$ cat config.mk
export PLATFORM = sky130hd
export DESIGN_NAME = mem_port_arbiter
export DESIGN_NICKNAME = d
export VERILOG_FILES = /design/src/rtl/arb_pkg.sv /design/src/rtl/rr_pick4.sv /design/src/rtl/mem_port_arbiter.sv
export SDC_FILE = /design/constraint.sdc
export NUM_CORES = 1
export LEC_CHECK = 0
export CAP_MARGIN = 20
export CORE_AREA = 2 2 158 160
export DETAILED_ROUTE_END_ITERATION = 7
export DIE_AREA = 0 0 160 162
export PLACE_DENSITY = 0.62
export SLEW_MARGIN = 30
export SYNTH_ARGS = -nofsm -noshare
export SYNTH_HDL_FRONTEND = slang
export SYNTH_SLANG_ARGS = --single-unit
$ cat constraint.sdc
create_clock -name clk -period 3.4 [get_ports clk]
set_input_delay 0.85 -clock clk [delete_from_list [all_inputs] [get_ports clk]]
set_output_delay 0.85 -clock clk [all_outputs]
set_load 0.02 [all_outputs]
$ cat src/rtl/arb_pkg.sv
// Shared constants and types for the four-way memory port arbiter.
package arb_pkg;

    localparam int NUM_REQ = 4;

    typedef enum logic [1:0] {
        ARB_IDLE = 2'd0,
        ARB_BUSY = 2'd1,
        ARB_RESP = 2'd2
    } arb_state_t;

    function automatic logic [NUM_REQ-1:0] onehot4(input logic [1:0] idx);
        return 4'b0001 << idx;
    endfunction

endpackage

$ cat src/rtl/rr_pick4.sv
// Combinational round-robin picker: the first set request after `last`, wrapping back to `last` itself.
module rr_pick4
    import arb_pkg::*;
(
    input  logic [NUM_REQ-1:0] req,
    input  logic [1:0]         last,
    output logic [1:0]         pick,
    output logic               any
);

    // Scan from the lowest priority up so the highest-priority hit is written last.
    always_comb begin
        logic [1:0] cand;
        cand = 2'd0;
        pick = 2'd0;
        any  = 1'b0;
        for (int k = NUM_REQ; k >= 1; k--) begin
            cand = last + 2'(k);
            if (req[cand]) begin
                pick = cand;
                any  = 1'b1;
            end else begin
                any  = any;
            end
        end
    end

endmodule

$ cat src/rtl/mem_port_arbiter.sv
// Round-robin owner of a single shared memory port, with completion/timeout handling
// and a one-cycle acknowledge back to the winning requester.
module mem_port_arbiter
    import arb_pkg::*;
#(
    parameter int DATA_W  = 32,
    parameter int ADDR_W  = 32,
    parameter int TIMEOUT = 16
) (
    input  logic                      clk,
    input  logic                      rst_n,
    input  logic [NUM_REQ-1:0]        req,
    input  logic [NUM_REQ-1:0]        req_we,
    input  logic [NUM_REQ*ADDR_W-1:0] req_addr,
    input  logic [NUM_REQ*DATA_W-1:0] req_wdata,
    output logic [NUM_REQ-1:0]        ack,
    output logic                      err,
    output logic [DATA_W-1:0]         rdata,
    output logic [1:0]                grant,
    output logic                      grant_valid,
    output logic                      mem_valid,
    output logic                      mem_we,
    output logic [ADDR_W-1:0]         mem_addr,
    output logic [DATA_W-1:0]         mem_wdata,
    input  logic                      mem_ready,
    input  logic [DATA_W-1:0]         mem_rdata
);

    localparam int CNT_W = $clog2(TIMEOUT + 1);

    arb_state_t        state_q, state_d;
    logic [1:0]        last_q, last_d;
    logic [1:0]        grant_q, grant_d;
    logic [CNT_W-1:0]  cnt_q, cnt_d;
    logic              err_q, err_d;
    logic [DATA_W-1:0] rdata_q, rdata_d;

    logic [1:0]        pick_s;
    logic              any_s;

    rr_pick4 u_pick (
        .req  (req),
        .last (last_q),
        .pick (pick_s),
        .any  (any_s)
    );

    // Next-state logic; the final BUSY cycle gives mem_ready precedence over the timeout.
    always_comb begin
        state_d = state_q;
        last_d  = last_q;
        grant_d = grant_q;
        cnt_d   = cnt_q;
        err_d   = err_q;
        rdata_d = rdata_q;
        case (state_q)
            ARB_IDLE: begin
                if (any_s) begin
                    grant_d = pick_s;
                    cnt_d   = {CNT_W{1'b0}};
                    state_d = ARB_BUSY;
                end else begin
                    state_d = ARB_IDLE;
                end
            end
            ARB_BUSY: begin
                if (mem_ready) begin
                    rdata_d = mem_rdata;
                    err_d   = 1'b0;
                    state_d = ARB_RESP;
                end else if (cnt_q == CNT_W'(TIMEOUT - 1)) begin
                    rdata_d = {DATA_W{1'b0}};
                    err_d   = 1'b1;
                    state_d = ARB_RESP;
                end else begin
                    cnt_d   = cnt_q + CNT_W'(1);
                end
            end
            ARB_RESP: begin
                last_d  = grant_q;
                state_d = ARB_IDLE;
            end
            default: begin
                state_d = ARB_IDLE;
            end
        endcase
    end

    // State registers; last resets to 3 so requester 0 has first priority.
    always_ff @(posedge clk or negedge rst_n) begin
        if (!rst_n) begin
            state_q <= ARB_IDLE;
            last_q  <= 2'd3;
            grant_q <= 2'd0;
            cnt_q   <= {CNT_W{1'b0}};
            err_q   <= 1'b0;
            rdata_q <= {DATA_W{1'b0}};
        end else begin
            state_q <= state_d;
            last_q  <= last_d;
            grant_q <= grant_d;
            cnt_q   <= cnt_d;
            err_q   <= err_d;
            rdata_q <= rdata_d;
        end
    end

    assign mem_valid   = (state_q == ARB_BUSY);
    assign grant_valid = (state_q == ARB_BUSY) || (state_q == ARB_RESP);
    assign ack         = (state_q == ARB_RESP) ? onehot4(grant_q) : 4'b0000;
    assign grant       = grant_q;
    assign err         = err_q;
    assign rdata       = rdata_q;

    // Payload is steered through the registered grant and zeroed whenever the port is idle.
    assign mem_we    = mem_valid ? req_we[grant_q] : 1'b0;
    assign mem_addr  = mem_valid ? req_addr[int'(grant_q)*ADDR_W +: ADDR_W] : {ADDR_W{1'b0}};
    assign mem_wdata = mem_valid ? req_wdata[int'(grant_q)*DATA_W +: DATA_W] : {DATA_W{1'b0}};

endmodule

==> results.txt <==
The async set-or-reset flop fraction in the synthesized netlist came out at 1.000. The number of diodes added for antenna fixing is 0. The maximum number of pins on one net before global-route repair is 43. The most used flip-flop cell after synthesis is sky130_fd_sc_hd__dfrtp_1. TritonCTS built the clock tree. The number of search-and-repair iterations in the first detailed-routing pass came out at 4.

Dividing the detail-routed via count by the number of cells gives between 4 and 5. The count of buffers added by post-CTS timing repair for setup is 0. The final hold slack came out at approximately 0.45 ns. The total power after layout came out at 0.006057 W. The clock latency reported for the late side of the worst-skew pair is 0.29 ns. The standard cell core area came out at ~24000 um^2.

The most common cell in the synthesized netlist is sky130_fd_sc_hd__and2_1. The maximum fanout along the worst path came out at 1. The total number of placement rows is 57. By startpoint and endpoint, the worst setup path is classified as in2out. The post-synthesis to final-layout area growth is 114.2%. The clock-pin slew on the worst setup and hold paths came out at about 0.060 ns. The netlist uses 41 different library cells. The multi-input combinational cell area is around 2600 um^2. The number of placed I/O pins came out at about 410.

In this run the worst hold path is classified as in2async. The final period demand of the worst path came out at between 3 and 4 ns. The total setup violations reported at the end of the flow is 0.

In the global route stage, overall resource usage came out at 0.1522. The synthesized design contains 0 enable-type register cells. The number of warnings issued by yosys came out at 0. At the placement stage, the worst setup path has a slack of -0.07460 ns.

The number of nets in the synthesized netlist came out at 609. The via count of the first global-routing pass came out at between 4000 and 5000. The endpoint required time on the critical path came out at ~2.6 ns. The root buffer cell chosen for the clock tree is sky130_fd_sc_hd__clkbuf_16.

The flow ran to the end, and the final reports show no timing, DRC or antenna violations. Setup repair after global routing left no endpoint under its margin. Summed over all cells, the static leakage comes to about 3.2 nW. The cell accounting for the most synthesized area is sky130_fd_sc_hd__mux4_2. Across all setup checks in the final design, the least slack found is approximately 0.031 ns. In the routed design, unresolved DRC markers number 0. The iteration-0 DRC count of the detailed router came out at 235. The number of filler instances in the final layout came out at 2422.

At the end of routability-driven placement, the weighted congestion stood at between 0.8 and 0.9. The share of synthesized area in the top cell type comes to 0.3687. The detail route stage leaves a number of antenna-violating nets equal to 0. The final net count is 1005.

For the worst setup path, the data arrival time is between 2 and 3 ns. The routed wire length is about 21000 um. The count of endpoints failing hold in the final timing report is 0. For met2 alone, demand over resource in global routing was 0.2509. The sequential cell area came out at ~1100 um^2. The via count is roughly 4400. The clock sink count came out at 44. The y dimension of the die came out at around 160 um. The initial utilization of the core area, before any placement, comes to 0.1647.

The wire-length estimate of the detail-placed layout is 17810 um. Counting along the longest clock path gives a buffer depth of 2. STA classifies the critical path startpoint as an input port.

The floorplan step defined a die boundary enclosing between 20000 and 30000 um^2. The final setup skew came out at about 0.0094 ns. The worst slew margin relative to its limit came out at 0.6963.

The average size of a mapped cell is between 10 and 15 um^2. The met1 usage in global routing is 0.2087. The number of antenna violations at the first check in global routing is 1. The aggregate global routing overflow came out at 0. After global routing, the most crowded layer is met2. The power density normalized to cell area is between 700 and 800 nW/um^2.

Sorting the synthesized cells by area gives the leading types as sky130_fd_sc_hd__mux4_2, sky130_fd_sc_hd__dfrtp_1, sky130_fd_sc_hd__and2_1. The max-cap check violation count is 0. The cell area that synthesis handed to floorplanning was just under 4000 um^2. The highest clock rate is 296.8 MHz. Clock tree synthesis inserted a total of 5 buffers. The worst ir drop on vdd came out at around 0.34 mV. Ranked by instance count, the synthesized netlist is headed by sky130_fd_sc_hd__and2_1, sky130_fd_sc_hd__mux4_2, sky130_fd_sc_hd__dfrtp_1. The count of H-tree levels built during CTS is 2. The final core utilization came out at 0.3528. The worst setup path is captured at an output port. The number of buffers added on ports came out at approximately 400. The measured slew at the worst slew-check pin is between 0.4 and 0.5 ns. The share of the Yosys chip area taken by registers is 0.2780. The met3 track demand over resource is 0.03294. The number of hold buffers added after CTS is 0.

The number of synthesized register bits came out at 44. In the final layout, the share of cells above drive strength 1 is 0.1425. The instance count of the mapped netlist is 305. The final cycle utilization of the critical path is 0.9908. The average wire length per cell after detail routing is between 20 and 25 um. The first-pass GRT wire length came out at slightly below 30000 um. Measured along the x axis, the die boundary spans roughly 160 um. The number of max-slew violations in the final report came out at 0.
-- routing by layer --
layer | vias to the layer above | routed length (um)
li1 | 2004 | -
met1 | 2121 | 9103
met2 | 212 | 10110
met3 | 14 | 1469
met4 | 0 | 242
met5 | - | 0
-- flip-flops by register name, summed over array words and instances, names as in the netlist --
| register | cells |
|---|---|
| rdata | 32 |
| grant | 2 |
| cnt_q | 5 |
| state_q | 2 |
| last_q | 2 |
| err | 1 |
-- cell type report --
cell class,count,area share
flip-flops and latches,44,0.1306
repair buffers,421,0.4937
clock buffers,7,0.01560
inverters,4,0.001765
well taps,324,0.04767
clock inverters,1,0.003531
multi-input cells,225,0.3070
-- cell usage in the layout (no fill, tap or decap), types with 3 or more instances in the layout --
cell / Yosys / layout
sky130_fd_sc_hd__clkdlybuf4s50_1: 0 / 398
sky130_fd_sc_hd__and2_1: 67 / 67
sky130_fd_sc_hd__mux4_2: 65 / 65
sky130_fd_sc_hd__dfrtp_1: 42 / 40
sky130_fd_sc_hd__a22o_1: 32 / 32
sky130_fd_sc_hd__buf_4: 0 / 16
sky130_fd_sc_hd__nand2_1: 6 / 6
sky130_fd_sc_hd__nor2_1: 6 / 6
sky130_fd_sc_hd__o21ai_0: 5 / 5
sky130_fd_sc_hd__nor2b_1: 5 / 5
sky130_fd_sc_hd__clkbuf_16: 0 / 5
sky130_fd_sc_hd__inv_1: 4 / 4
sky130_fd_sc_hd__ha_1: 5 / 4
sky130_fd_sc_hd__a21oi_1: 3 / 3
sky130_fd_sc_hd__buf_12: 6 / 3
-- cell families (layout without fill, tap and decap cells) --
family                     Yosys count  count (layout)  synth area share
AOI/OAI and AO/OA                   57              57            0.1166
adders and majority gates            5               5           0.01576
buffers and inverters               36             433           0.06587
DFF                                 44              44            0.2780
muxes                               66              66            0.3716
and+or+nand+nor                     97              97            0.1522
-- power breakdown --
part / leakage, nW / internal (W) / switching, W
Sequential: 0.547 / 0.000772 / 0.000225
Clock: 0.0781 / 0.000348 / 0.000201
Combinational: 2.59 / 0.00248 / 0.00203
Total: 3.21 / 0.00360 / 0.00246
-- what timing repair did --
action                                  CTS  global route
cloned                                    0             0
endpoints found under the setup margin    2             1
gates resized for setup                   2             1
endpoints found under the hold margin     0             0
-- worst max-delay path, cell delays in order --
cell                              delay (ns)
sky130_fd_sc_hd__clkdlybuf4s50_1        0.45
sky130_fd_sc_hd__mux4_2                 0.50
sky130_fd_sc_hd__and2_1                 0.18
sky130_fd_sc_hd__clkdlybuf4s50_1        0.53
-- final timing paths --
| path | start | end | slack (ns) | depth (start not counted) |
|---|---|---|---|---|
| worst max-delay path | req_wdata[118] | mem_wdata[22] | 0.03 | 4 |
| worst min-delay path | rst_n | state_q[1] | 0.45 | 1 |
| worst max register to register | cnt_q[0] | rdata[17] | 1.26 | 6 |
| worst min register to register | rdata[25] | rdata[25] | 0.51 | 1 |
| max in group asynchronous | rst_n | rdata[28] | 2.24 | 2 |
| min in group clk | rdata[25] | rdata[25] | 0.51 | 1 |
-- metrics by stage --
step | cells | area (um^2) | setup TNS, ns
after detailed placement | 1018 | 8342 | -0.09734
after floorplan | 305 | 3970 | 0
after global routing | 1026 | 8504 | 0
final | 1026 | 8504 | 0
after CTS | 1026 | 8502 | 0
after global placement | 1018 | 8342 | -0.1020
(Power assumes the default switching activity.)
